$ cat config.mk
export PLATFORM = sky130hd
export DESIGN_NAME = ssd_scan_driver
export DESIGN_NICKNAME = d
export VERILOG_FILES = /design/src/rtl/ssd_scan_driver.sv
export SDC_FILE = /design/constraint.sdc
export NUM_CORES = 1
export LEC_CHECK = 0
export ABC_AREA = 1
export CAP_MARGIN = 20
export CELL_PAD_IN_SITES_DETAIL_PLACEMENT = 1
export CELL_PAD_IN_SITES_GLOBAL_PLACEMENT = 1
export CORE_UTILIZATION = 45
export CTS_BUF_LIST = sky130_fd_sc_hd__clkbuf_2
export CTS_CLUSTER_DIAMETER = 150
export DETAILED_ROUTE_END_ITERATION = 10
export PLACE_DENSITY = 0.95
export SYNTH_ARGS = -nofsm -noshare
export SYNTH_HDL_FRONTEND = slang
export SYNTH_SLANG_ARGS = --single-unit
$ cat constraint.sdc
create_clock -name i_CLK -period 2.35 [get_ports i_CLK]
set_input_delay 0.47 -clock i_CLK [delete_from_list [all_inputs] [get_ports i_CLK]]
set_output_delay 0.47 -clock i_CLK [all_outputs]
set_load 0.05 [all_outputs]
$ cat src/rtl/ssd_scan_driver.sv
`default_nettype none
// ============================================================================
// Module   : ssd_scan_driver
// Brief    : Time-multiplexed driver for a 4-digit common-anode 7-segment
//            display. A prescaler divides the clock into digit slots; a
//            scan FSM rotates through the digits. A one-cycle blank at the
//            start of every slot prevents ghosting. The four digit codes are
//            snapshotted once per frame, which prevents tearing and provides
//            a freeze (lap) hold.
// Options  : define LEADING_ZERO_BLANK_EN to suppress leading zeros on
//            digits 1..3. Digit 4 is always shown.
// Revision : 1.0 - initial release
// ============================================================================
module ssd_scan_driver #(
  parameter int c_REFRESH_DIV = 100000
) (
  input  logic       i_CLK,
  input  logic       i_RST,
  input  logic [3:0] i_Digit_1_val,
  input  logic [3:0] i_Digit_2_val,
  input  logic [3:0] i_Digit_3_val,
  input  logic [3:0] i_Digit_4_val,
  input  logic       i_Freeze,
  input  logic [3:0] i_DP_Sel,
  output logic [3:0] o_Anode,
  output logic [6:0] o_Segment,
  output logic       o_DP
);

  localparam int                 c_CNT_W    = $clog2(c_REFRESH_DIV);
  localparam logic [c_CNT_W-1:0] c_CNT_LAST = c_CNT_W'(c_REFRESH_DIV - 1);
  localparam logic [6:0]         c_SEG_OFF  = 7'b1111111;

  // The state encoding doubles as the index of the active digit (0 = digit 1).
  typedef enum logic [1:0] {
    S_D1 = 2'd0,
    S_D2 = 2'd1,
    S_D3 = 2'd2,
    S_D4 = 2'd3
  } state_t;

  logic [c_CNT_W-1:0] r_Refresh_cnt;
  logic               r_Blank;
  state_t             state_q;
  logic [3:0]         shadow_q [4];

  logic               tick_d;
  logic [1:0]         sel_d;
  logic [3:0]         anode_d;
  logic [6:0]         seg_d;
  logic               dp_d;
  logic [3:0]         lead_zero_d;

  // Hex to active-low {g,f,e,d,c,b,a}.
  function automatic logic [6:0] seg_decode(input logic [3:0] v);
    case (v)
      4'h0: seg_decode = 7'b1000000;
      4'h1: seg_decode = 7'b1111001;
      4'h2: seg_decode = 7'b0100100;
      4'h3: seg_decode = 7'b0110000;
      4'h4: seg_decode = 7'b0011001;
      4'h5: seg_decode = 7'b0010010;
      4'h6: seg_decode = 7'b0000010;
      4'h7: seg_decode = 7'b1111000;
      4'h8: seg_decode = 7'b0000000;
      4'h9: seg_decode = 7'b0010000;
      4'hA: seg_decode = 7'b0001000;
      4'hB: seg_decode = 7'b0000011;
      4'hC: seg_decode = 7'b1000110;
      4'hD: seg_decode = 7'b0100001;
      4'hE: seg_decode = 7'b0000110;
      default: seg_decode = 7'b0001110;
    endcase
  endfunction

  // Slot tick and next display values for the currently active digit.
  always_comb begin
    tick_d  = (r_Refresh_cnt == c_CNT_LAST);
    sel_d   = state_q;
    anode_d = ~(4'b1000 >> sel_d);
    dp_d    = ~i_DP_Sel[2'd3 - sel_d];
    // lead_zero_d[n]: digit n and every digit to its left hold zero.
    // Bit 3 (digit 4) is never set, so the last digit always shows.
    lead_zero_d[0] = (shadow_q[0] == 4'h0);
    lead_zero_d[1] = lead_zero_d[0] && (shadow_q[1] == 4'h0);
    lead_zero_d[2] = lead_zero_d[1] && (shadow_q[2] == 4'h0);
    lead_zero_d[3] = 1'b0;
`ifdef LEADING_ZERO_BLANK_EN
    seg_d = lead_zero_d[sel_d] ? c_SEG_OFF : seg_decode(shadow_q[sel_d]);
`else
    seg_d = seg_decode(shadow_q[sel_d]);
`endif
  end

  // Prescaler: counts 0..c_REFRESH_DIV-1 and wraps; the terminal count is the slot tick.
  always_ff @(posedge i_CLK or posedge i_RST) begin
    if (i_RST) begin
      r_Refresh_cnt <= '0;
    end else if (tick_d) begin
      r_Refresh_cnt <= '0;
    end else begin
      r_Refresh_cnt <= r_Refresh_cnt + 1'b1;
    end
  end

  // Scan FSM with frame snapshot, blanking gap and registered outputs.
  always_ff @(posedge i_CLK or posedge i_RST) begin
    if (i_RST) begin
      state_q   <= S_D1;
      r_Blank   <= 1'b1;
      shadow_q  <= '{default: 4'h0};
      o_Anode   <= 4'b1111;
      o_Segment <= c_SEG_OFF;
      o_DP      <= 1'b1;
    end else begin
      // Blank for exactly the cycle after every tick edge.
      r_Blank <= tick_d;

      if (tick_d) begin
        case (state_q)
          S_D1:    state_q <= S_D2;
          S_D2:    state_q <= S_D3;
          S_D3:    state_q <= S_D4;
          default: state_q <= S_D1;
        endcase
        // Frame boundary: the only point where digits and freeze are sampled.
        if (state_q == S_D4 && !i_Freeze) begin
          shadow_q[0] <= i_Digit_1_val;
          shadow_q[1] <= i_Digit_2_val;
          shadow_q[2] <= i_Digit_3_val;
          shadow_q[3] <= i_Digit_4_val;
        end
      end

      if (r_Blank) begin
        o_Anode   <= 4'b1111;
        o_Segment <= c_SEG_OFF;
        o_DP      <= 1'b1;
      end else begin
        o_Anode   <= anode_d;
        o_Segment <= seg_d;
        o_DP      <= dp_d;
      end
    end
  end

endmodule
`default_nettype wire
==> flow_summary.yaml <==
status:
  outcome: "complete, no violations"
die:
  fp.dieH_um: 76.80
  die_x_um: 76.80
  rows: 26
  die-area_sq_um: 5897
  boundaryPins: 35
  initial_core_util_pct: 48.06
  core_sq_um: 5238
timing:
  worstMarginPinSlew_ns: 0.6871
  max_slew_margin_pct: 53.91
  setup_ws_ns: 0.06828
  fin_crit_sh_pct: 97.09
  clock-skew-final_ns: 0.01717
  fin_setup_tns_ns: 0
  max_freq_ghz: 0.4383
  rsz0062_at_grt: "no"
  maxSlewViolCount: 0
  hold_viol: 0
  fin_crit_ns: 2.282
  hold_slack_ns: 0.3191
  finalSetupViolCount: 0
power:
  irDropWorstVdd_mv: 0.1887
  power_density_nw_per_um2: 417.2
  leakagePower_nw: 1.491
clock_tree:
  clock_latency_ns: 0.43
  cts_tree: "done"
  cts_buffers: 5
  clk_pin_slew_ns: 0.26
  cts_hold_buf: 0
  cts_sinks: 48
  cts_setup_buffers: 0
  cts_htree_levels: 2
  cts_buffer_depth: 2
  cts-resized-gates: 0
  cts_root_buf: "clkbuf_2"
final_layout:
  drive_gt1_share_pct: 10.17
  fillerInstances: 649
  area_growth_syn_to_layout_pct: 18.79
  fin_nets: 377
  design_area_sq_um: 2990
  diodes: 0
setup_path:
  reg2reg_to: "o_Segment[6]"
  required_ns: 1.88
  cpPeakStageDelay_ns: 0.80
  cp_slowest_cell: "clkdlybuf4s50_1"
  worstPathCellList: "clkdlybuf4s50_1"
  crit_path_start_kind: "flop"
  worst-r2r-setup-slack_ns: 0.42
  crit_family: "buffers and inverters"
  r2r_cells: 9
  cp_num_buf_inv: 1
  worstSetupPathType: "flop to output port"
  crit_fanout: 1
  cp-end-kind: "output port"
  cp.arrival_ns: 1.81
  rr_startpoint: "sel_d[0]"
drt:
  drtAntennaViolNets: 0
  routed_via_density: 5.222
  num_vias: 2162
  finalWirelength_um: 6116
  route.detailed.drc: 0
  drtIter0Drc: 63
  first_pass_iters: 4
  avgRoutedWirePerCell_um: 14.77
placed_design:
  place_congestion: 0.8645
  place_area_sq_um: 2944
  place_ws_ns: 0.4591
  portBuffers: 34
  hpwl_um: 4743
job:
  drv_cap: 0
global_route:
  grt_max_degree: 32
  grt_pass1_vias: 2202
  gr-usage-all-layers_pct: 23.37
  overflow: 0
  grt_first_pass_wirelength_um: 10800
  antenna_found_initial: 0
synth:
  yosysWarnings: 0
  syn-instance-count: 304
  yosys_register_bits: 48
  syn_area_sq_um: 2517
  syn_area_per_cell_sq_um: 8.281
  seq_area_frac_synth_pct: 48.36
  synth_nets: 338
  synth.distinct_cells: 28
min_path:
  hp-class: "input port to async pin"
==> state kept, by name, indices dropped and copies added, names as in the netlist <==
name           flops
o_Anode            4
o_DP               1
o_Segment          7
r_Blank            1
r_Refresh_cnt     17
sel_d              2
shadow_q          16
==> how the worst max path moves through the flow <==
stage / from / end / slack (ns) / cells past startpoint
final: o_Segment[4] / o_Segment[4] / 0.07 / 1
after detailed placement: sel_d[0] / o_Segment[6] / 0.46 / 10
after CTS: o_Segment[4] / o_Segment[4] / 0.07 / 1
after global routing: o_Segment[6] / o_Segment[6] / 0.002 / 1
after floorplan: i_RST / r_Refresh_cnt[0] / 0.76 / 1
after global placement: o_Segment[6] / o_Segment[6] / 0.59 / 1
==> cell usage in the layout (no fill, tap or decap) <==
| cell | synthesis | layout |
|---|---|---|
| a21oi_1 | 1 | 1 |
| buf_12 | 0 | 1 |
| buf_4 | 2 | 4 |
| clkbuf_2 | 0 | 5 |
| clkdlybuf4s50_1 | 0 | 33 |
| clkinv_1 | 0 | 2 |
| clkinvlp_4 | 0 | 2 |
| dfrtp_1 | 35 | 35 |
| dfstp_2 | 13 | 13 |
| dlymetal6s2s_1 | 0 | 1 |
| ha_1 | 11 | 11 |
| inv_1 | 29 | 28 |
| inv_2 | 3 | 3 |
| nand2_1 | 94 | 94 |
| nand2_2 | 2 | 2 |
| nand3_1 | 31 | 31 |
| nand3_2 | 1 | 1 |
| nand3_4 | 1 | 1 |
| nand3b_1 | 1 | 1 |
| nand4_1 | 20 | 20 |
| nor2_1 | 28 | 28 |
| nor2_4 | 2 | 2 |
| nor2_8 | 1 | 1 |
| nor3_1 | 1 | 1 |
| nor3b_1 | 1 | 1 |
| o211ai_1 | 1 | 1 |
| o21ai_0 | 10 | 10 |
| o21ai_1 | 1 | 1 |
| o21bai_1 | 2 | 2 |
| o22ai_1 | 1 | 1 |
| xor2_1 | 7 | 7 |
==> power by group <==
part	internal [mW]	switching, mW
clock network	0.0686	0.284
logic	0.0372	0.0266
registers	0.831	0.000180
==> cells by family (layout without fill, tap and decap cells) <==
| kind of cell | after synthesis | count (layout) | share of synthesized area, % |
|---|---|---|---|
| compound gates | 16 | 16 | 3.529 |
| buf+inv | 39 | 79 | 6.809 |
| flops | 48 | 48 | 48.36 |
| xor+xnor | 7 | 7 | 2.435 |
| fa+ha+maj | 11 | 11 | 5.467 |
| simple gates | 183 | 183 | 33.40 |
==> metal layers <==
metal | share of wire, % | wire length (um) | track usage, % | up-vias
met5 | 0 | 0 | 0 | -
met4 | 1.5 | 92 | 8.077 | 0
met3 | 2.6 | 156 | 3.571 | 11
met2 | 50 | 3049 | 39.46 | 45
met1 | 46 | 2818 | 30.37 | 1049
li1 | - | - | - | 1057
==> synthesized netlist by cell type <==
master    instances  area (sq um)
a21oi_1           1         5.000
buf_6             2         22.52
o21ai_1           1         5.000
nand3_4           1         17.52
nand4_1          20         125.1
ha_1             11         137.6
buf_4             2         15.01
o21ai_0          10         50.05
nand2_1          94         352.8
nor3_1            1         5.000
clkbuf_1          1         3.750
inv_2             3         11.26
dfstp_2          13         341.6
nand3b_1          1         7.510
nor2_8            1         20.02
inv_1            29         108.9
dfrtp_1          35         875.8
nor2_4            2         22.52
nor3b_1           1         7.510
nand3_2           1         10.01
o22ai_1           1         6.260
nor2_1           28         105.1
xor2_1            7         61.31
nand2_2           2         12.51
o211ai_1          1         7.510
nand3_1          31         155.2
o21bai_1          2         15.01
buf_2             2         10.01
==> metrics by stage <==
step | utilization (%) | power, mW | std cells
CTS | 57.05 | 1.251 | 414
global placement | 56.21 | 0.9075 | 406
finish | 57.10 | 1.248 | 414
detailed placement | 56.21 | 0.9088 | 406
floorplan | - | 0.8600 | 304
global route | 57.10 | 1.296 | 414
==> area by class of cell <==
cell class / count / area, sq um / share of cell area [%]
clock inverter: 3 / 18.77 / 0.6276
tap: 70 / 87.58 / 2.929
multi-input combinational: 217 / 1129 / 37.74
clock buffer: 5 / 25.02 / 0.8368
sequential: 48 / 1217 / 40.71
inverter: 32 / 120.1 / 4.017
timing repair buffer: 39 / 392.9 / 13.14
(Power assumes the default switching activity.)
